--- config.mk ---
export PLATFORM = sky130hd
export DESIGN_NAME = twd_mul_stage
export DESIGN_NICKNAME = d
export VERILOG_FILES = /design/src/rtl/twd_mul_stage.sv
export SDC_FILE = /design/constraint.sdc
export NUM_CORES = 2
export LEC_CHECK = 0
export ABC_AREA = 1
export CORE_AREA = 2 2 505 507
export CTS_CLUSTER_DIAMETER = 50
export CTS_CLUSTER_SIZE = 30
export DETAILED_ROUTE_END_ITERATION = 7
export DIE_AREA = 0 0 507 509
export GPL_ROUTABILITY_DRIVEN = 0
export GPL_TIMING_DRIVEN = 0
export SLEW_MARGIN = 25
export SYNTH_ARGS = -nofsm -noshare
export SYNTH_HDL_FRONTEND = slang
export SYNTH_SLANG_ARGS = --single-unit
--- constraint.sdc ---
create_clock -name clk -period 63.4 [get_ports clk]
set_input_delay 15.85 -clock clk [delete_from_list [all_inputs] [get_ports clk]]
set_output_delay 15.85 -clock clk [all_outputs]
set_load 0.02 [all_outputs]
--- src/rtl/twd_mul_stage.sv ---
// twd_mul_stage
//   Twiddle-rotation stage placed between a butterfly and the next
//   commutator/butterfly of the pipelined FFT. It takes LANES butterfly
//   sum/difference pairs per beat. The sum path is delayed unchanged. The
//   difference path is rotated by a twiddle picked from a valid-qualified
//   beat counter. The result is rounded and saturated, with a fixed 2-cycle
//   latency.
//
// Parameters
//   WIDTH   : sample MSB index; samples are signed WIDTH+1 bits
//   LANES   : parallel complex lanes per beat
//   BLK_LEN : accepted beats per twiddle segment
//   MODE    : 0 = {1, -j}; 1 = {1, W8^1, -j, W8^3}
//
// Ports
//   clk, rst                 : clock, asynchronous active-high reset
//   i_valid, i_clr           : beat valid, synchronous segment-counter clear
//   i_sum_re/im, i_diff_re/im: butterfly sum and difference, per lane
//   o_valid                  : output beat valid (i_valid delayed 2 cycles)
//   o_sum_re/im, o_diff_re/im: delayed sum and rotated difference, per lane
module twd_mul_stage #(
  parameter int WIDTH   = 9,
  parameter int LANES   = 16,
  parameter int BLK_LEN = 8,
  parameter int MODE    = 0
) (
  input  logic                    clk,
  input  logic                    rst,
  input  logic                    i_valid,
  input  logic                    i_clr,
  input  logic signed [WIDTH:0]   i_sum_re  [LANES],
  input  logic signed [WIDTH:0]   i_sum_im  [LANES],
  input  logic signed [WIDTH:0]   i_diff_re [LANES],
  input  logic signed [WIDTH:0]   i_diff_im [LANES],
  output logic                    o_valid,
  output logic signed [WIDTH:0]   o_sum_re  [LANES],
  output logic signed [WIDTH:0]   o_sum_im  [LANES],
  output logic signed [WIDTH:0]   o_diff_re [LANES],
  output logic signed [WIDTH:0]   o_diff_im [LANES]
);

  localparam int NSEG    = (MODE == 1) ? 4 : 2;
  localparam int CNT_LEN = BLK_LEN * NSEG;
  localparam int CW      = $clog2(CNT_LEN);
  // a+b and b-a need one extra bit to be exact
  localparam int SW      = WIDTH + 2;
  // product headroom: SW bits times a 9-bit constant plus the rounding term
  localparam int PW      = WIDTH + 11;

  localparam logic [CW-1:0] CNT_MAX = CW'(CNT_LEN - 1);
  localparam logic [CW-1:0] CNT_ONE = CW'(1);
  localparam logic [CW-1:0] BLK     = CW'(BLK_LEN);

  localparam logic signed [PW-1:0] C_MUL  = PW'(181);
  localparam logic signed [PW-1:0] C_RND  = PW'(128);
  localparam logic signed [PW-1:0] SAT_HI = PW'((2 ** WIDTH) - 1);
  localparam logic signed [PW-1:0] SAT_LO = PW'(-(2 ** WIDTH));

  // Encodings line up with the MODE 1 segment index so it maps directly
  typedef enum logic [1:0] {
    ROT_ONE = 2'd0,
    ROT_W1  = 2'd1,
    ROT_NJ  = 2'd2,
    ROT_W3  = 2'd3
  } rot_e;

  logic [CW-1:0] cnt;
  logic [1:0]    seg;
  rot_e          rot_sel;

  logic                  s1_valid;
  rot_e                  s1_rot;
  logic signed [WIDTH:0] s1_sum_re [LANES];
  logic signed [WIDTH:0] s1_sum_im [LANES];
  logic signed [WIDTH:0] s1_a      [LANES];
  logic signed [WIDTH:0] s1_b      [LANES];
  logic signed [SW-1:0]  s1_apb    [LANES];
  logic signed [SW-1:0]  s1_bma    [LANES];

  logic signed [WIDTH:0] rot_re [LANES];
  logic signed [WIDTH:0] rot_im [LANES];

  // C*s with round-half-up: (s*181 + 128) >>> 8
  function automatic logic signed [PW-1:0] c_mul(input logic signed [SW-1:0] s);
    logic signed [PW-1:0] prod;
    prod = PW'(s) * C_MUL + C_RND;
    return prod >>> 8;
  endfunction

  function automatic logic signed [WIDTH:0] sat(input logic signed [PW-1:0] x);
    if (x > SAT_HI)
      return SAT_HI[WIDTH:0];
    else if (x < SAT_LO)
      return SAT_LO[WIDTH:0];
    else
      return x[WIDTH:0];
  endfunction

  // A clear in the same cycle as a valid beat forces that beat into segment 0
  always_comb begin
    seg     = i_clr ? 2'd0 : 2'(cnt / BLK);
    rot_sel = ROT_ONE;
    if (MODE == 1)
      rot_sel = rot_e'(seg);
    else if (seg[0])
      rot_sel = ROT_NJ;
  end

  // Counts accepted beats only. A clear wins over the increment, but a
  // valid beat that arrives with the clear still counts as the first beat.
  always_ff @(posedge clk or posedge rst) begin
    if (rst)
      cnt <= '0;
    else if (i_clr)
      cnt <= i_valid ? CNT_ONE : '0;
    else if (i_valid)
      cnt <= (cnt == CNT_MAX) ? '0 : cnt + CNT_ONE;
  end

  // Stage 1 captures the rotation select, the operands and the exact
  // a+b / b-a. Data registers load only on valid beats, so bubbles cost
  // no toggling.
  always_ff @(posedge clk or posedge rst) begin
    if (rst) begin
      s1_valid <= 1'b0;
      s1_rot   <= ROT_ONE;
      for (int l = 0; l < LANES; l++) begin
        s1_sum_re[l] <= '0;
        s1_sum_im[l] <= '0;
        s1_a[l]      <= '0;
        s1_b[l]      <= '0;
        s1_apb[l]    <= '0;
        s1_bma[l]    <= '0;
      end
    end else begin
      s1_valid <= i_valid;
      if (i_valid) begin
        s1_rot <= rot_sel;
        for (int l = 0; l < LANES; l++) begin
          s1_sum_re[l] <= i_sum_re[l];
          s1_sum_im[l] <= i_sum_im[l];
          s1_a[l]      <= i_diff_re[l];
          s1_b[l]      <= i_diff_im[l];
          s1_apb[l]    <= SW'(i_diff_re[l]) + SW'(i_diff_im[l]);
          s1_bma[l]    <= SW'(i_diff_im[l]) - SW'(i_diff_re[l]);
        end
      end
    end
  end

  // Rotation, rounding and saturation for every lane. Negations are done
  // at full product width so that -(-2^WIDTH) clips instead of wrapping.
  always_comb begin
    logic signed [PW-1:0] ax, bx, pp, pm, re_x, im_x;
    for (int l = 0; l < LANES; l++) begin
      ax = PW'(s1_a[l]);
      bx = PW'(s1_b[l]);
      pp = c_mul(s1_apb[l]);
      pm = c_mul(s1_bma[l]);
      re_x = ax;
      im_x = bx;
      case (s1_rot)
        ROT_W1: begin
          re_x = pp;
          im_x = pm;
        end
        ROT_NJ: begin
          re_x = bx;
          im_x = -ax;
        end
        ROT_W3: begin
          re_x = pm;
          im_x = -pp;
        end
        default: begin
          re_x = ax;
          im_x = bx;
        end
      endcase
      rot_re[l] = sat(re_x);
      rot_im[l] = sat(im_x);
    end
  end

  // Stage 2 holds its data between valid beats, so the outputs stay
  // stable while o_valid is low.
  always_ff @(posedge clk or posedge rst) begin
    if (rst) begin
      o_valid <= 1'b0;
      for (int l = 0; l < LANES; l++) begin
        o_sum_re[l]  <= '0;
        o_sum_im[l]  <= '0;
        o_diff_re[l] <= '0;
        o_diff_im[l] <= '0;
      end
    end else begin
      o_valid <= s1_valid;
      if (s1_valid) begin
        for (int l = 0; l < LANES; l++) begin
          o_sum_re[l]  <= s1_sum_re[l];
          o_sum_im[l]  <= s1_sum_im[l];
          o_diff_re[l] <= rot_re[l];
          o_diff_im[l] <= rot_im[l];
        end
      end
    end
  end

endmodule

Word-level counts from Yosys, hierarchy flattened
Cells that the tools add are included.
{"block": "totals", "out_inout_bits": 641, "word_cells": 464, "input_bits": 644, "ff_bits": 1640}
{"block": "classes", "n_eq_ne": 4, "muxes": 102, "addsub": 97, "reduce_logical": 1, "n_mul": 32, "order_cmp": 64}
{"cell": "case mux 20 bit (3 select lines)", "count": 32}
{"cell": "adder 20 x 9 -> 20 bit, second input constant", "count": 32}
{"cell": "greater-than comparator 20 x 10 -> 1 bit, second input constant", "count": 32}
{"cell": "less-than comparator 20 x 10 -> 1 bit, second input constant", "count": 32}
{"cell": "multiplier 11 x 9 -> 20 bit, second input constant", "count": 32}
{"cell": "2-to-1 mux 10 bit", "count": 64}
{"cell": "negation 10 -> 20 bit", "count": 16}
{"cell": "negation 12 -> 20 bit", "count": 16}
{"cell": "adder 10 x 10 -> 11 bit", "count": 16}
{"cell": "subtractor 10 x 10 -> 11 bit", "count": 16}
{"cell": "2-to-1 mux 4 bit", "count": 3}
{"cell": "adder 4 x 1 -> 4 bit, second input constant", "count": 1}
{"cell": "== test 2 bit, second input constant", "count": 2}
{"cell": "== test 4 bit, second input constant", "count": 1}
{"cell": "== test 2 x 1 -> 1 bit, second input constant", "count": 1}
{"cell": "2-to-1 mux 1 bit", "count": 2}
{"cell": "2-to-1 mux 2 bit", "count": 1}
{"cell": "nonzero test 2 bit", "count": 1}

Logic depth before layout (Yosys ltp)
{"block": "depth", "word_depth": 7, "mapped_depth": 13, "depth_no_buf": 13}

Worst setup path after synthesis
No wires, ideal clock.
{"block": "synth_path", "kind": "input -> register", "from": "input i_valid", "to": "register s1_a[100] in the netlist's numbering", "stages": 7, "n_path_buf": 5, "t_required_ps": 63267, "slack_ps": 46549, "setup_ps": 133, "t_arrival_ps": 16718, "cell_sequence": "buf_2 > buf_4 > buf_4 > buf_2 > buf_4 > nand2_1 > o21ai_0"}
{"item": "start: declaration", "line": "29", "text": "input logic i_valid,"}
{"item": "end signal: indexed assignment", "line": "142", "text": "s1_a[l] <= i_diff_re[l];"}
{"item": "end: declaration", "line": "75", "text": "logic signed [WIDTH:0] s1_a [LANES];"}

==> summary.md <==
| Metric | Value |
|---|---|
| Layout Nets | 8,618 |
| CP endpoint kind | register |
| Global Route Usage Sum | 24.2% |
| WHS | 0.473 ns |
| Bufs on Longest Clock Path | 3 |
| Final WS setup | 44.86 ns |
| Slew of the pin with the lowest slew margin | 1.05 ns |
| Sequential cell area | 0.0322 mm² |
| Dpl cell area | 0.0727 mm² |
| Clock sink total | 1,287 |
| Clock power frac | 42.3% |
| Slowest Stage Delay on Critical Path | 0.68 ns |
| Final Util | 31.3% |
| DRT antenna net count | 0 |
| Max Cap Violations | 0 |
| Die height | 509 µm |
| Hold-fix buffers, CTS | 0 |
| Switching share of power | 32.2% |
| Core area | 0.253 mm² |
| DRC violations left | 0 |
| CP most frequent cell | buf_2 |
| Layout cell share with drive strength beyond 1 | 9.14% |
| FFs w/ async S/R, synth | 100% |
| Worst Hold Depth | 2 |
| YS warnings | 0 |
| # Post-CTS Setup Buffers | 0 |
| DR top layer | met5 |
| Switching power | 0.000795 W |
| HP Class | register to register |
| Fmax | 53.9 MHz |
| Main synth FF type | dfrtp_1 |
| Routed via count | 53,400 |
| Post-Syn Area per Cell | 8.49 µm² |
| Routed wire length | 320,000 µm |
| Synth cell types | 36 |
| Status | finished, final reports clean |
| Final instance area | 0.0791 mm² |
| Number of global-route vias before repair | 52,800 |
| Commonest non-fill, non-tap cell in the layout | nand2_1 |
| Leakage power | 36.4 nW |
| Crit-path max FO | 10 |
| Clock latency at the later pin of the worst-skew pair | 0.83 ns |
| Post-synth EDFFs | 0 |
| Syn nets | 7,134 |
| HPWL Detailed | 253,000 µm |
| Metal2 WL | 139,000 µm |
| Cells after Synth | 6,473 |
| CTS H-tree lvls | 4 |
| Synthesis-to-finish area growth | 44.0% |
| Final hold vios | 0 |
| Die X | 507 µm |
| Sequential share of the synthesized area | 58.6% |
| CTS tree | yes |
| WL met3 | 34,300 µm |
| Stages on the worst setup path | 8 |
| First-pass GRT wire length | 431,000 µm |
| Maximum vdd drop | 23.6 µV |
| Largest net degree at the start of global routing | 100 |
| Initial DRC Count | 5,169 |
| Clock Tree Root | clkbuf_16 |
| Vias/cell | 4.63 |
| Combinational share of power | 18.6% |
| Num rows | 185 |
| Worst EP required | 64.18 ns |
| Synthesized area | 0.0549 mm² |
| WP buf/inv | 6 |
| Total power | 0.00247 W |
| Flops & latches, synth | 1,287 |
| Most frequent cells in the layout | nand2_1, dfrtp_1, clkdlybuf4s50_1 |
| Pint | 0.00167 W |
| Clock skew | 0.0591 ns |
| Io pins | 1,285 |
| Worst EP arrival | 19.32 ns |
| Final Cycle Share | 29.2% |
| CP top delay family | buffers and inverters |
| Initial DRT Pass Iterations | 6 |
| Met1 Wirelength | 130,000 µm |
| Worst Path Class, Setup | input pin to register |
| Slowest-stage cell, CP | buf_2 |
| Register clock-pin slew on the reported worst setup and hold paths | 0.07 ns |
| Worst R2R Path Depth | 7 |
| Initial antenna violation count | 126 |
| Slew margin rel. | 29.8% |
| Pre-CTS setup slack | 43.86 ns |
| Final setup vio count | 0 |
| Fin. max-slew vios | 0 |
| RSZ-0062 raised after global routing | false |
| Crit-path cells | clkdlybuf4s50_1 -> buf_2 -> buf_4 -> buf_4 -> buf_2 -> buf_2 -> nand2_1 -> o21ai_0 |
| DIE AREA | 0.258 mm² |
| GRT overflow | 0 |
| Multi-input logic area | 0.0187 mm² |
| Port buffer count | 1,284 |
| Flop pwr share | 39.1% |
| # fillers | 26,500 |
| Cell Pwr Density | 31.2 mW/mm² |
| Setup crit start kind | input pin |
| TritonCTS Buffers | 172 |
| Final Critical Period | 18.54 ns |
| Resized Gates After CTS | 0 |
| Average routed wire per standard cell | 27.8 µm |
| Starting Density | 21.7% |
[power groups by stage]
stage / Clock (W) / Combinational, W / Sequential, W
final: 0.00105 / 0.000459 / 0.000965
after floorplan: 0 / 0.000136 / 0.00102
after global placement: 0 / 0.000451 / 0.000980
after CTS: 0.00106 / 0.000462 / 0.000964
after detailed placement: 0 / 0.000460 / 0.000977
after global routing: 0.00110 / 0.000495 / 0.000974
[registers in the layout, summed over array words and instances, names as in the netlist]
register / cells
cnt: 4
s1_sum_re: 160
s1_rot: 1
s1_b: 160
o_valid: 1
o_sum_re: 160
s1_a: 160
s1_sum_im: 160
o_diff_re: 160
s1_valid: 1
o_diff_im: 160
o_sum_im: 160
[logic make-up after synthesis]
kind of cell / synth area share (%)
fa+ha+maj: 0.387
compound gates: 12.7
xor+xnor: 0.271
simple gates: 20.6
buf+inv: 7.43
flops: 58.6
[final cells by class]
class	instances	share of cell area, %
clock inverter	132	2.23
timing repair buffer	1310	17.1
multi-input combinational	4220	23.6
antenna	61	0.193
buffer	353	2.28
tap	3366	5.32
sequential	1287	40.7
inverter	613	2.92
clock buffer	191	5.66
[stage by stage]
stage | cells | TNS [ns]
6_report | 11500 | 0
5_1_grt | 11500 | 0
4_1_cts | 11500 | 0
3_5_place_dp | 11100 | 0
3_3_place_gp | 11100 | -4758.51
2_1_floorplan | 6473 | 0
[worst reg2reg max path, delay by kind of cell, from the launching register on]
| kind | cells | cell delay [ns] |
|---|---|---|
| buf+inv | 5 | 2.72 |
| flops | 1 | 0.46 |
| simple gates | 2 | 0.19 |
[cell usage after synthesis, types with 5 or more instances]
cell type | n | share of area [%]
a21oi_1 | 64 | 0.58
a21oi_2 | 12 | 0.19
a22oi_1 | 8 | 0.11
a31oi_1 | 23 | 0.26
buf_2 | 136 | 1.2
buf_4 | 68 | 0.93
clkbuf_1 | 141 | 0.96
dfrtp_1 | 1287 | 59
ha_1 | 17 | 0.39
inv_1 | 589 | 4.0
inv_2 | 22 | 0.15
nand2_1 | 2135 | 15
nand2_2 | 12 | 0.14
nand3_1 | 175 | 1.6
nand3b_1 | 5 | 0.068
nand4_1 | 23 | 0.26
nor2_1 | 343 | 2.3
nor2_2 | 40 | 0.46
nor2_4 | 5 | 0.10
nor3_1 | 7 | 0.064
o211ai_1 | 11 | 0.15
o21ai_0 | 1233 | 11
or2_2 | 66 | 0.75
xor2_1 | 17 | 0.27
[final timing paths]
kind	startpoint	endpoint	slack (ns)
min	s1_sum_im[24]	s1_sum_im[24]	0.47
max	i_valid	s1_sum_im[114]	44.86
max in group asynchronous	rst	o_sum_re[158]	45.54
max reg2reg	s1_valid	o_diff_im[70]	59.96
min reg2reg	s1_sum_im[24]	s1_sum_im[24]	0.47
min in group asynchronous	rst	o_sum_im[91]	15.37
[per-layer routing]
layer / vias up / track usage [%]
met1: 26300 / 30.5
met3: 645 / 8.84
li1: 23600 / -
met2: 2844 / 36.1
met4: 20 / 12.3
met5: - / 0
(Power assumes the default switching activity.)
